===== src/rtl/lcd1602_pkg.sv =====
// lcd1602_pkg: HD44780 command encodings, DDRAM geometry, FSM states and the address-counter step
package lcd1602_pkg;
  localparam logic [7:0] CMD_CLEAR    = 8'h01;
  localparam logic [7:0] CMD_HOME     = 8'h02;
  localparam logic [7:0] CMD_ENTRY    = 8'h04;
  localparam logic [7:0] CMD_DISPCTL  = 8'h08;
  localparam logic [7:0] CMD_FUNCSET  = 8'h20;
  localparam logic [7:0] CMD_SETDDRAM = 8'h80;
  localparam logic [6:0] LINE0_BASE = 7'h00;
  localparam logic [6:0] LINE1_BASE = 7'h40;
  localparam logic [6:0] WRAP_HI0   = 7'h27;
  localparam logic [6:0] WRAP_HI1   = 7'h67;
  localparam logic [6:0] LINE_CHARS = 7'd16;
  typedef enum logic [1:0] {S_IDLE, S_DECODE, S_CLEAR} state_t;
  // AC moves across the two 40-byte DDRAM lines, wrapping line 0 end <-> line 1 start
  function automatic logic [6:0] next_ac(input logic [6:0] ac, input logic inc);
    return inc ? (ac == WRAP_HI0 ? LINE1_BASE : ac == WRAP_HI1 ? LINE0_BASE : ac + 7'd1)
               : (ac == LINE0_BASE ? WRAP_HI1 : ac == LINE1_BASE ? WRAP_HI0 : ac - 7'd1);
  endfunction
endpackage


===== src/rtl/lcd1602_monitor_if.sv =====
// lcd1602_monitor_if: HD44780 parallel write bus (en/rs/data)
interface lcd1602_monitor_if;
  logic       en;
  logic       rs;
  logic [7:0] data;
  modport master (output en, rs, data);
  modport slave (input en, rs, data);
endinterface


===== src/rtl/lcd_strobe_sync.sv =====
// lcd_strobe_sync: synchronizes the LCD bus and flags each falling edge of en with the rs/data seen alongside it
module lcd_strobe_sync #(
  parameter int SYNC_STAGES = 2
) (
  input  logic       clk,
  input  logic       reset,
  input  logic       en,
  input  logic       rs,
  input  logic [7:0] data,
  output logic       strobe,
  output logic       strobe_rs,
  output logic [7:0] strobe_data
);
  logic [SYNC_STAGES:0]        en_sr;
  logic [SYNC_STAGES-1:0]      rs_sr;
  logic [SYNC_STAGES-1:0][7:0] data_sr;
  // shift chains; en keeps one extra stage so the edge is judged on synchronized values only
  always_ff @(posedge clk)
    if (reset) begin
      en_sr   <= '0;
      rs_sr   <= '0;
      data_sr <= '0;
    end else begin
      en_sr   <= {en_sr[SYNC_STAGES-1:0], en};
      rs_sr   <= {rs_sr[SYNC_STAGES-2:0], rs};
      data_sr <= {data_sr[SYNC_STAGES-2:0], data};
    end
  assign strobe      = en_sr[SYNC_STAGES] & ~en_sr[SYNC_STAGES-1];
  assign strobe_rs   = rs_sr[SYNC_STAGES-1];
  assign strobe_data = data_sr[SYNC_STAGES-1];
endmodule


===== src/rtl/lcd1602_monitor.sv =====
// lcd1602_monitor: decodes HD44780 writes into a 2x16 DDRAM shadow; define LCD_4BIT_MODE_EN for nibble-mode support
module lcd1602_monitor
  import lcd1602_pkg::*;
#(
  parameter int         SYNC_STAGES = 2,
  parameter logic [7:0] BLANK_CHAR  = 8'h20
) (
  input  logic                    clk,
  input  logic                    reset,
  lcd1602_monitor_if.slave        lcd,
  input  logic [4:0]              rd_addr,
  output logic [7:0]              rd_char,
  output logic [6:0]              cursor,
  output logic                    display_on,
  output logic                    busy,
  output logic                    wr_pulse,
  output logic                    overflow
);
  state_t     state, state_n;
  logic       s_valid, s_rs;
  logic [7:0] s_data;
  logic       byte_ready, accept;
  logic [7:0] byte_in;
  logic       pend_valid, pend_rs;
  logic [7:0] pend_byte;
  logic       inc_mode;
  logic [4:0] fill_idx;
  logic [7:0] shadow [32];
  logic       is_setddram, is_dispctl, is_entry, is_home, is_clear;
  logic       in_line0, in_line1, wr_en;
  logic [4:0] wr_idx;
  logic [7:0] wr_val;

  lcd_strobe_sync #(.SYNC_STAGES(SYNC_STAGES)) u_sync (
    .clk(clk), .reset(reset), .en(lcd.en), .rs(lcd.rs), .data(lcd.data),
    .strobe(s_valid), .strobe_rs(s_rs), .strobe_data(s_data)
  );

`ifdef LCD_4BIT_MODE_EN
  logic       nib_mode, nib_phase;
  logic [3:0] nib_hi;
  assign byte_ready = s_valid & (~nib_mode | nib_phase);
  assign byte_in    = nib_mode ? {nib_hi, s_data[7:4]} : s_data;
  // nibble assembly: phase 0 keeps the high half, phase 1 completes the byte; function set picks bus width
  always_ff @(posedge clk)
    if (reset) begin
      nib_mode  <= 1'b0;
      nib_phase <= 1'b0;
      nib_hi    <= '0;
    end else if (wr_pulse && !pend_rs && pend_byte[7:5] == CMD_FUNCSET[7:5]) begin
      nib_mode  <= ~pend_byte[4];
      nib_phase <= 1'b0;
    end else if (s_valid && nib_mode) begin
      nib_phase <= ~nib_phase;
      nib_hi    <= s_data[7:4];
    end
`else
  assign byte_ready = s_valid;
  assign byte_in    = s_data;
`endif

  assign accept = byte_ready & (~pend_valid | wr_pulse);

  // one-deep pending buffer; a byte that finds it full is lost and flagged
  always_ff @(posedge clk)
    if (reset) begin
      pend_valid <= 1'b0;
      pend_rs    <= 1'b0;
      pend_byte  <= '0;
      overflow   <= 1'b0;
    end else begin
      pend_valid <= accept | (pend_valid & ~wr_pulse);
      if (accept) begin
        pend_rs   <= s_rs;
        pend_byte <= byte_in;
      end
      if (byte_ready & ~accept) overflow <= 1'b1;
    end

  // command class from the highest set bit
  always_comb begin
    is_setddram = |(pend_byte & CMD_SETDDRAM);
    is_dispctl  = pend_byte[7:3] == CMD_DISPCTL[7:3];
    is_entry    = pend_byte[7:2] == CMD_ENTRY[7:2];
    is_home     = pend_byte[7:1] == CMD_HOME[7:1];
    is_clear    = pend_byte == CMD_CLEAR;
  end

  // state register; reset always restarts the blank fill from index 0
  always_ff @(posedge clk)
    state <= reset ? S_CLEAR : state_n;

  // next state
  always_comb
    state_n = state == S_IDLE   ? (pend_valid ? S_DECODE : S_IDLE)
            : state == S_DECODE ? (~pend_rs & is_clear ? S_CLEAR : S_IDLE)
            : (fill_idx == 5'd31 ? S_IDLE : S_CLEAR);

  // FSM outputs
  always_comb begin
    busy     = state == S_CLEAR;
    wr_pulse = state == S_DECODE;
  end

  // address counter, entry mode, display flag and fill index
  always_ff @(posedge clk)
    if (reset) begin
      cursor     <= LINE0_BASE;
      inc_mode   <= 1'b1;
      display_on <= 1'b0;
      fill_idx   <= '0;
    end else begin
      fill_idx <= busy ? fill_idx + 5'd1 : '0;
      if (wr_pulse) begin
        cursor     <= pend_rs ? next_ac(cursor, inc_mode) : is_setddram ? pend_byte[6:0]
                    : (is_home | is_clear) ? LINE0_BASE : cursor;
        inc_mode   <= pend_rs ? inc_mode : is_clear ? 1'b1 : is_entry ? pend_byte[1] : inc_mode;
        display_on <= ~pend_rs & is_dispctl ? pend_byte[2] : display_on;
      end
    end

  // single shadow write port: the blank fill or a data byte landing in a visible cell
  always_comb begin
    in_line0 = cursor < LINE0_BASE + LINE_CHARS;
    in_line1 = cursor >= LINE1_BASE && cursor < LINE1_BASE + LINE_CHARS;
    wr_en    = busy | (wr_pulse & pend_rs & (in_line0 | in_line1));
    wr_idx   = busy ? fill_idx : {in_line1, cursor[3:0]};
    wr_val   = busy ? BLANK_CHAR : pend_byte;
  end

  // shadow RAM with registered read; a same-cycle write to the read index returns old data
  always_ff @(posedge clk) begin
    if (wr_en) shadow[wr_idx] <= wr_val;
    rd_char <= reset ? 8'h00 : shadow[rd_addr];
  end
endmodule


===== src/flat_wrapper.sv =====
// flat-port wrapper written by rule: the top's interface ports become plain ports
module lcd1602_monitor_flat import lcd1602_pkg::*;
#(
  parameter int         SYNC_STAGES = 2,
  parameter logic [7:0] BLANK_CHAR  = 8'h20
)
  (clk, reset, rd_addr, rd_char, cursor, display_on, busy, wr_pulse, overflow, lcd_en, lcd_rs, lcd_data);
  lcd1602_monitor_if lcd_i ();
  input  logic clk;
  input  logic reset;
  input  logic [4:0] rd_addr;
  output logic [7:0] rd_char;
  output logic [6:0] cursor;
  output logic display_on;
  output logic busy;
  output logic wr_pulse;
  output logic overflow;
  input wire logic [$bits(lcd_i.en)-1:0] lcd_en;
  input wire logic [$bits(lcd_i.rs)-1:0] lcd_rs;
  input wire logic [$bits(lcd_i.data)-1:0] lcd_data;
  assign lcd_i.en = lcd_en;
  assign lcd_i.rs = lcd_rs;
  assign lcd_i.data = lcd_data;
  lcd1602_monitor #(.SYNC_STAGES(SYNC_STAGES), .BLANK_CHAR(BLANK_CHAR)) u_core (.clk(clk), .reset(reset), .lcd(lcd_i), .rd_addr(rd_addr), .rd_char(rd_char), .cursor(cursor), .display_on(display_on), .busy(busy), .wr_pulse(wr_pulse), .overflow(overflow));
endmodule

===== config.mk =====
export PLATFORM = sky130hd
export DESIGN_NAME = lcd1602_monitor_flat
export DESIGN_NICKNAME = d
export VERILOG_FILES = /design/src/rtl/lcd1602_pkg.sv /design/src/rtl/lcd1602_monitor_if.sv /design/src/rtl/lcd_strobe_sync.sv /design/src/rtl/lcd1602_monitor.sv /design/src/flat_wrapper.sv
export SDC_FILE = /design/constraint.sdc
export NUM_CORES = 1
export LEC_CHECK = 0
export BUFFER_PORTS_ARGS = -buffer_cell sky130_fd_sc_hd__buf_2
export CAP_MARGIN = 20
export CORE_ASPECT_RATIO = 0.9
export CORE_MARGIN = 2
export CORE_UTILIZATION = 40
export DETAILED_ROUTE_END_ITERATION = 10
export PLACE_DENSITY = 0.67
export SETUP_SLACK_MARGIN = 0.2
export SLEW_MARGIN = 10
export SYNTH_ARGS = -nofsm -noshare
export SYNTH_HDL_FRONTEND = slang
export SYNTH_SLANG_ARGS = --single-unit

===== constraint.sdc =====
create_clock -name clk -period 2.4 [get_ports clk]
set_input_delay 0.24 -clock clk [delete_from_list [all_inputs] [get_ports clk]]
set_output_delay 0.24 -clock clk [all_outputs]
set_load 0.005 [all_outputs]

# After elaboration in Yosys (flattened, before gate mapping)
# Memory sizes are Yosys's and may differ from the RTL's. A register that Yosys moved wholly into a read port is not among the register bits.
# Index checks and enable logic that the tools add are counted.
word_totals:
  out_inout_bits: 19
  regBits: 48
  word_cells: 77
  ramBits: 256
  in_bits: 17
  mem_count: 1
memory_table:
  columns: ["name", "words", "width", "rd", "rd_ports_with_merged_regs", "write_ports", "line_no", "source"]
  rows:
  - ["u_core.shadow", 32, 8, 1, 1, 1, "lcd1602_monitor.sv:28", "logic [7:0] shadow [32];"]
classes:
  n_bitwise: 19
  addsub: 3
  reduce_logical: 9
  n_eq_ne: 10
  order_cmp: 3
  mux: 19
ops:
  columns: ["op", "count"]
  rows:
  - ["7-bit 2-to-1 mux", 8]
  - ["7-bit == test, second input constant", 2]
  - ["1-bit AND", 8]
  - ["8-bit by 1-bit == test with 1-bit output, second input constant", 1]
  - ["2-bit 2-to-1 mux", 4]
  - ["8-bit 2-to-1 mux", 1]
  - ["7-bit by 1-bit adder with 7-bit output, second input constant", 1]
  - ["7-bit by 1-bit == test with 1-bit output, second input constant", 1]
  - ["7-bit by 6-bit == test with 1-bit output, second input constant", 1]
  - ["7-bit greater-or-equal comparator, second input constant", 1]
  - ["7-bit logical NOT", 1]
  - ["7-bit by 5-bit less-than comparator with 1-bit output, second input constant", 1]
  - ["7-bit less-than comparator, second input constant", 1]
  - ["7-bit by 1-bit subtractor with 7-bit output, second input constant", 1]
  - ["6-bit by 1-bit == test with 1-bit output, second input constant", 1]
  - ["1-bit inverter", 6]
  - ["5-bit by 1-bit adder with 5-bit output, second input constant", 1]
  - ["5-bit by 1-bit == test with 1-bit output, second input constant", 1]
  - ["5-bit == test, second input constant", 1]
  - ["1-bit 2-to-1 mux", 5]
  - ["5-bit 2-to-1 mux", 1]
  - ["1-bit bitwise OR", 5]
  - ["2-bit AND reduction", 2]
  - ["3-bit AND reduction", 1]
  - ["7 further kinds", 7]

# Longest topological paths before layout
# Gate-level depths: netlist of run 1.
depth:
  ltp_word: 7
  mapped_depth: 8
  ltp_nobuf: 7

# Hierarchy
# Synthesis of run 1 repeated with hierarchy kept, for this count alone.
hier_totals:
  hier_cells: 729
  area_unflattened_um2: 12423.2
by_module_without_submodules:
  columns: ["mod", "n_inst", "cells_each", "area_each_um2", "seq_area_each_um2"]
  rows:
  - ["lcd1602_monitor", 1, 676, 11732.5, 8388.0]
  - ["lcd_strobe_sync", 1, 53, 690.7, 420.4]

# Least setup slack after synthesis of run 1
# OpenSTA, ideal clock, no wires.
synth_path:
  kind: "reg2reg"
  from: "register u_core.cursor[4]"
  to: "memory u_core.shadow[21][0] (enable)"
  setup_time_ns: 0.370
  synth_period_minus_slack_ns: 2.254
  n_path_buf: 1
  required_time_ns: 2.030
  setup_slack_ns: 0.146
  t_arrival_ns: 1.883
  stages_incl_launch_ff: 6
  path_cell_list: "dfxtp_1 > clkbuf_1 > or3b_2 > o21ai_0 > nand2_1 > nor2_1"
synth_via:
  elab_chain_cells: 7
  elab_cells_between_ends: 10
  classes_between: "3 x order compare; 3 x mux; 3 x bitwise; 1 x reduce/logical"
synth_lines:
  columns: ["item", "line_no", "source"]
  rows:
  - ["from (decl)", "lcd1602_monitor.sv:13", "output logic [6:0] cursor,"]
  - ["from (signal assigned)", "lcd1602_monitor.sv:115", "cursor <= pend_rs ? next_ac(cursor, inc_mode) : is_setddram ? pend_byte[6:0]"]
  - ["7-bit greater-or-equal comparator or 7-bit less-than comparator (tied branches)", "lcd1602_monitor.sv:125", "in_line1 = cursor >= LINE1_BASE && cursor < LINE1_BASE + LINE_CHARS;"]
  - ["1-bit logical AND", "lcd1602_monitor.sv:125", null]
  - ["1-bit bitwise OR", "lcd1602_monitor.sv:126", "wr_en = busy | (wr_pulse & pend_rs & (in_line0 | in_line1));"]
  - ["1-bit AND", "lcd1602_monitor.sv:126", null]
  - ["1-bit bitwise OR", "lcd1602_monitor.sv:126", null]
  - ["1-bit 2-to-1 mux", "lcd1602_monitor.sv:133", "if (wr_en) shadow[wr_idx] <= wr_val;"]
  - ["1-bit 2-to-1 mux (not written as such)", "lcd1602_monitor.sv:133", null]
  - ["to (decl)", "lcd1602_monitor.sv:28", null]
# Parallel ways exist; a longest one is shown, timed or not.

# Worst setup path in the final report of run 1
layout_path:
  from: "register u_core.cursor[4]"
  to: "memory u_core.shadow[30][7] (enable)"
# The elaborated chain is that of the path after synthesis.

==> metrics.md, run 1 <==
| Metric | Value |
|---|---|
| Critical path data arrival time | 2350 ps |
| Detailed Routing Iterations Pass 1 | 5 |
| Post-synth EDFFs | 256 |
| Mapped Cells | 712 |
| Inserted Diodes | 0 |
| Max Root-Sink Buffers | 3 |
| Synth Cell Area | 12400 um2 |
| Primary FF master, synth | edfxtp_1 |
| Startpoint Class | register |
| Post-synthesis mux area share | 0.144 |
| Vias | 6604 |
| TritonCTS clock tree | built |
| Fin. max-slew vios | 0 |
| Most frequent cells in the layout | edfxtp_1 (256), nor2_1 (69), mux4_2 (64), buf_4 (61), dfxtp_1 (55) |
| Port bufs | 35 |
| Synthesized net count | 734 |
| Max stage delay on crit path | roughly 520 ps |
| Pwr/cell area | around 750 nW/um2 |
| Largest fanout on the critical path | 8 |
| Nets@finish | 841 |
| CORE AREA | 30700 um2 |
| Reg2reg setup slack | roughly 300 ps |
| Share of the synthesized area in the top cell type | 0.622 |
| Worst skew pair latency | 560 ps |
| Max cap viols | 0 |
| Leading area contributor after synthesis | edfxtp_1 |
| Post-route DRC | 0 |
| Post-synthesis adder-cell area fraction | 0.00506 |
| GR Util All Layers | 0.163 |
| Worst EP required | roughly 2700 ps |
| Async set-reset flop share out of synthesis | 0 |
| Initial antenna violation count | 0 |
| Final Skew | 13.7 ps |
| Clk sinks | between 300 and 400 |
| Flop pwr share | 0.543 |
| Static Leakage | approximately 4.8 nW |
| Largest family of logic cells by synthesized area | multiplexers |
| DR iter-0 viols | 516 |
| Min cycle time layout | 2100 ps |
| Yosys cell types | between 50 and 60 |
| Vias in the first global route | between 6k and 7k |
| Initial Util | 0.403 |
| Largest net degree at the start of global routing | 36 |
| Final hold vios | 0 |
| Fill count | 2602 |
| Clock power share | 0.411 |
| H-tree depth | 1 |
| Setup TNS | 0 ps |
| Gate power share | 0.046 |
| Status | finished, final reports clean |
| CP top delay family | simple AND/OR/NAND/NOR gates |
| Crit-path slowest cell | or3b_2 |
| First-pass GRT wire length | a little under 40000 um |
| Total grt overflow | 0 |
| Placed wire-length estimate | about 16000 um |
| NetSw | 2.22 mW |
| Final wirelength | 25500 um |
| Post-synthesis compound-gate area fraction | 0.0429 |
| Synth warnings | 0 |
| Die area | between 30000 and 40000 um2 |
| Via/cell ratio | 5.27 |
| Final setup viols | 0 |
| Int Pwr | between 8 and 9 mW |
| Fmax | around 0.48 GHz |
| Classification of the worst setup path | register to register |
| VDD IR max | 587 uV |
| Yosys reg bits | about 310 |
| Fraction of layout cells with a size suffix above 1 | 0.278 |
| Crit share post-route | 0.875 |
| GP Congestion | 0.828 |
| Unrepaired setup endpoints after global routing | false |
| Worst-Margin Slew | 679 ps |
| Clock root buffer master | clkbuf_16 |
| Sequential fraction of the synthesis area | 0.713 |
| Relative slew slack | 0.543 |
| Setup crit end kind | register |
| Rows | 61 |
| Boundary Pins | 36 |
| Synth Area in XOR/XNOR | 0.00709 |
| Sw Ratio | 0.205 |
| Die X | 189 um |
| Most common cell after layout, fill and taps aside | edfxtp_1 |
| Cells along the critical path | or3b_2 > o21ai_1 > nand2_1 > nor2_1 > buf_4 |
| Synth top area cells | edfxtp_1 (62%), mux4_2 (12%), dfxtp_1 (9.1%) |
| Final core occ | 0.472 |
| Syn-to-layout area delta | 17.3% |
| Final ANT Viol Nets | 0 |
| Synth Area per Inst | roughly 17 um2 |
| Vert. Die Dim | 171 um |
| Wire per inst | 20.4 um |
| Post-synthesis simple-gate area fraction | 0.0672 |
| Num CTS Buffers | 31 |
| Tightest Hold Check Type | input port to register |
| Clock-pin slew of the registers on the worst-case setup and hold paths | 60 ps |
| Critical path buffer and inverter count | 1 |
[timing repair]
action / CTS / global route
setup buffers: 0 / 3
endpoints found under the setup margin: 160 / 190
pin swaps: 0 / 1
hold buffers: 10 / 0
endpoints found under the hold margin: 10 / 0
gates resized for setup: 2 / 6
[through the flow]
step / area, um2 / setup slack (ps) / power, mW / hold WS, ps / cells
6_report: 14500 / 301 / 10.8 / 41.2 / 1252
5_1_grt: 14500 / 222 / 11.2 / 30.4 / 1252
4_1_cts: 14400 / 214 / 10.9 / 14.4 / 1249
3_5_place_dp: 13400 / 66.5 / 6.50 / 422 / 1182
3_3_place_gp: 13400 / 82.5 / 6.49 / 417 / 1182
2_1_floorplan: 12400 / 146 / 6.31 / 368 / 712
[state kept, by name (all words and copies together) (netlist names), 2 cells and up]
register / cells
u_core.u_sync.data_sr: 8
u_core.state: 2
u_core.u_sync.strobe_data: 8
u_core.u_sync.rs_sr: 2
u_core.rd_char: 8
u_core.shadow: 256
u_core.pend_byte: 8
u_core.fill_idx: 5
u_core.u_sync.en_sr: 3
u_core.cursor: 7
[cells by family after synthesis]
kind of cell / after synthesis
simple gates: 169
fa+ha+maj: 5
mux: 98
compound gates: 71
buf+inv: 47
xor+xnor: 10
flops: 312
[worst register-to-register path: stages, from the launching register on]
cell and delay [ps]:
dfxtp_1 310, or3b_2 520, o21ai_1 410, nand2_1 220, nor2_1 140, buf_4 200
[worst paths after layout]
| path | start | end | cells after the start |
|---|---|---|---|
| max | u_core.cursor[4] | u_core.shadow[30][7] | 5 |
| min | rd_addr[4] | u_core.rd_char[7] | 2 |
| max reg2reg | u_core.cursor[4] | u_core.shadow[30][7] | 5 |
| min reg2reg | u_core.u_sync.data_sr[5] | u_core.u_sync.strobe_data[5] | 1 |
[metal layers]
metal,part of all wire,track usage,wire length (um)
met1,0.43,0.225,11000
met4,0.018,0.0344,454
met2,0.48,0.268,12300
met5,0,0,0
met3,0.068,0.0343,1740
[power by group through the flow]
stage / clock, mW / combinational (mW) / sequential, mW
3_3_place_gp: 0 / 0.487 / 6.00
5_1_grt: 4.77 / 0.543 / 5.89
4_1_cts: 4.54 / 0.507 / 5.89
3_5_place_dp: 0 / 0.494 / 6.00
6_report: 4.45 / 0.500 / 5.89
2_1_floorplan: 0 / 0.315 / 6.00
[synth_stat cells, types with 8 or more instances]
| cell type | n |
|---|---|
| edfxtp_1 | 256 |
| a221oi_1 | 9 |
| clkbuf_1 | 16 |
| mux2i_1 | 32 |
| nor2b_1 | 24 |
| dfxtp_1 | 56 |
| a21oi_1 | 19 |
| inv_1 | 8 |
| nand3_1 | 10 |
| buf_2 | 9 |
| nor3_1 | 10 |
| nor2_1 | 71 |
| nand2_1 | 23 |
| o21ai_0 | 9 |
| mux4_2 | 64 |
| a221o_1 | 9 |
[cell type report]
class	count	area, um2	share of cell area
repair buffers	113	888	0.0613
multi-input cells	353	3320	0.229
well taps	409	512	0.0353
clock buffers	45	876	0.0604
inverters	8	30.0	0.00207
flip-flops and latches	312	8810	0.608
clock inverters	12	58.8	0.00406
(Power assumes the default switching activity.)
==> run 2: changes to the inputs <==
--- a/config.mk
+++ b/config.mk
@@ -5,7 +5,7 @@
 export SDC_FILE = /design/constraint.sdc
 export NUM_CORES = 1
 export LEC_CHECK = 0
-export BUFFER_PORTS_ARGS = -buffer_cell sky130_fd_sc_hd__buf_2
+export BUFFER_PORTS_ARGS = -buffer_cell sky130_fd_sc_hd__buf_4
 export CAP_MARGIN = 20
 export CORE_ASPECT_RATIO = 0.9
 export CORE_MARGIN = 2
==> metrics.md, run 2 (same netlist as run 1, synthesis figures left out) <==
| Metric | Value |
|---|---|
| Inserted Diodes | 0 |
| Port bufs | 35 |
| Max Root-Sink Buffers | 3 |
| Fin. max-slew vios | 0 |
| Setup TNS | 0 ps |
| Unrepaired setup endpoints after global routing | true |
| Static Leakage | 4.77 nW |
| Most common cell after layout, fill and taps aside | edfxtp_1 |
| Die X | 189 um |
| Fmax | approximately 0.45 GHz |
| Max stage delay on crit path | 500 ps |
| Worst skew pair latency | between 500 and 600 ps |
| Crit-path slowest cell | or3b_2 |
| Clock root buffer master | clkbuf_16 |
| Nets@finish | 835 |
| Die area | about 32000 um2 |
| First-pass GRT wire length | slightly above 40000 um |
| Crit share post-route | 0.932 |
| Clk sinks | 312 |
| Boundary Pins | 36 |
| Num CTS Buffers | 30 |
| Largest fanout on the critical path | 8 |
| Critical path data arrival time | 2480 ps |
| Worst Min Path Start | rd_addr[3] |
| Final std cells w/o fill | 1246 |
| GR Util All Layers | 0.165 |
| Min cycle time layout | 2240 ps |
| Final Skew | 11.9 ps |
| Startpoint Class | register |
| Hold WS | 132 ps |
| Vert. Die Dim | 171 um |
| Placed wire-length estimate | 16800 um |
| H-tree depth | 1 |
| GP Congestion | 0.841 |
| Pwr/cell area | ~770 nW/um2 |
| Final ANT Viol Nets | 0 |
| Fill count | 2585 |
| Max reg flops | around 260 |
| DR iter-0 viols | 776 |
| Wire per inst | 20.9 um |
| Total grt overflow | 0 |
| Status | finished, final reports clean |
| TritonCTS clock tree | built |
| Largest net degree at the start of global routing | 57 |
| Tightest Hold Check Type | input port to register |
| Hold path cells | 3 |
| Vias | 6637 |
| Syn-to-layout area delta | 17.9% |
| Worst r2r src | u_core.cursor[6] |
| Via/cell ratio | approximately 5.3 |
| Crit Reg-Reg Endpoint | u_core.shadow[21][5] |
| Reg2reg setup slack | 160 ps |
| VDD IR max | a little over 500 uV |
| Most frequent cells in the layout | edfxtp_1 (256), buf_4 (91), nor2_1 (69), mux4_2 (64), dfxtp_1 (56) |
| Tot Pwr | 11.2 mW |
| Worst EP required | 2650 ps |
| Final setup viols | 0 |
| Cells along the critical path | or3b_2 > o21ai_1 > nand2_1 > nor2_1 > buf_4 |
| Final hold vios | 0 |
| CORE AREA | 30700 um2 |
| Largest reg by FF count | u_core.shadow |
| Worst-Margin Slew | a little over 1000 ps |
| Worst Hold Path EP | u_core.rd_char[2] |
| Setup crit end kind | register |
| Final wirelength | between 20000 and 30000 um |
| Fraction of layout cells with a size suffix above 1 | 0.265 |
| Post-route DRC | 0 |
| Detailed Routing Iterations Pass 1 | 5 |
| Classification of the worst setup path | register to register |
| Clock-pin slew of the registers on the worst-case setup and hold paths | 60 ps |
| Initial antenna violation count | 0 |
| Rows | 61 |
| R2R depth | 5 |
| Initial Util | 0.403 |
| Max cap viols | 0 |
| Vias in the first global route | 6740 |
| Placed Cells incl. Taps | around 1.2k |
| Relative slew slack | 0.313 |
-- run 2: cell count changes in the layout (fill, tap and decap cells not counted), sizes merged --
cell	before	now
clkbuf	45	40
inv	9	8
clkinv	10	9
bufinv	0	4
clkinvlp	1	3
buf	103	97
dlygate4sd3	10	11
-- run 2: metal layers --
| metal | global-route usage | part of all wire | routed length (um) |
|---|---|---|---|
| met2 | 0.257 | 0.46 | 12100 |
| met5 | 0 | 0 | 0 |
| met1 | 0.244 | 0.45 | 11600 |
| met3 | 0.0267 | 0.071 | 1860 |
| met4 | 0.0445 | 0.019 | 497 |
-- run 2: what timing repair did --
action | in CTS | in global routing
gates cloned | 0 | 0
pin swaps | 0 | 0
buffers inserted | 0 | 0
resized for setup | 2 | 1
endpoints found under the hold margin | 16 | 0
setup endpoints to repair | 128 | 245
hold buffers | 11 | 0
-- run 2: cell type report --
| type | count | area (um2) | share of cell area |
|---|---|---|---|
| clock buffer | 40 | 840 | 0.0576 |
| clock inverter | 16 | 181 | 0.0125 |
| inverter | 8 | 30.0 | 0.00206 |
| multi-input combinational | 353 | 3300 | 0.227 |
| sequential | 312 | 8810 | 0.605 |
| tap | 409 | 512 | 0.0351 |
| timing repair buffer | 108 | 898 | 0.0617 |
-- run 2: report_power, final --
part           switching [mW]  internal (mW)
Clock                    1.93           2.87
Sequential             0.0294           5.86
Combinational           0.260          0.241
Total                    2.22           8.98
-- run 2: worst max-delay path by stage --
stage,slack [ps],endpoint,start
after global placement,-60,u_core.shadow[18][2],u_core.cursor[6]
after detailed placement,-8,u_core.shadow[22][7],u_core.cursor[6]
final,160,u_core.shadow[21][5],u_core.cursor[6]
after floorplan,150,u_core.shadow[21][0],u_core.cursor[4]
after global routing,90,u_core.shadow[10][0],u_core.state[1]
after CTS,220,u_core.shadow[18][1],u_core.cursor[6]
-- run 2: metrics by stage --
| step | util | area (um2) | setup WS [ps] |
|---|---|---|---|
| global route | 0.475 | 14600 | 93.4 |
| global placement | 0.437 | 13400 | -64.0 |
| finish | 0.475 | 14600 | 164 |
| CTS | 0.474 | 14600 | 222 |
| floorplan | - | 12400 | 146 |
| detailed placement | 0.438 | 13400 | -8.18 |
-- run 2: worst max-delay path, delay by kind of cell, from the launching register on --
family          cells  cell delay, ps
compound gates      1             490
buf+inv             1             220
flops               1             320
simple gates        3             900
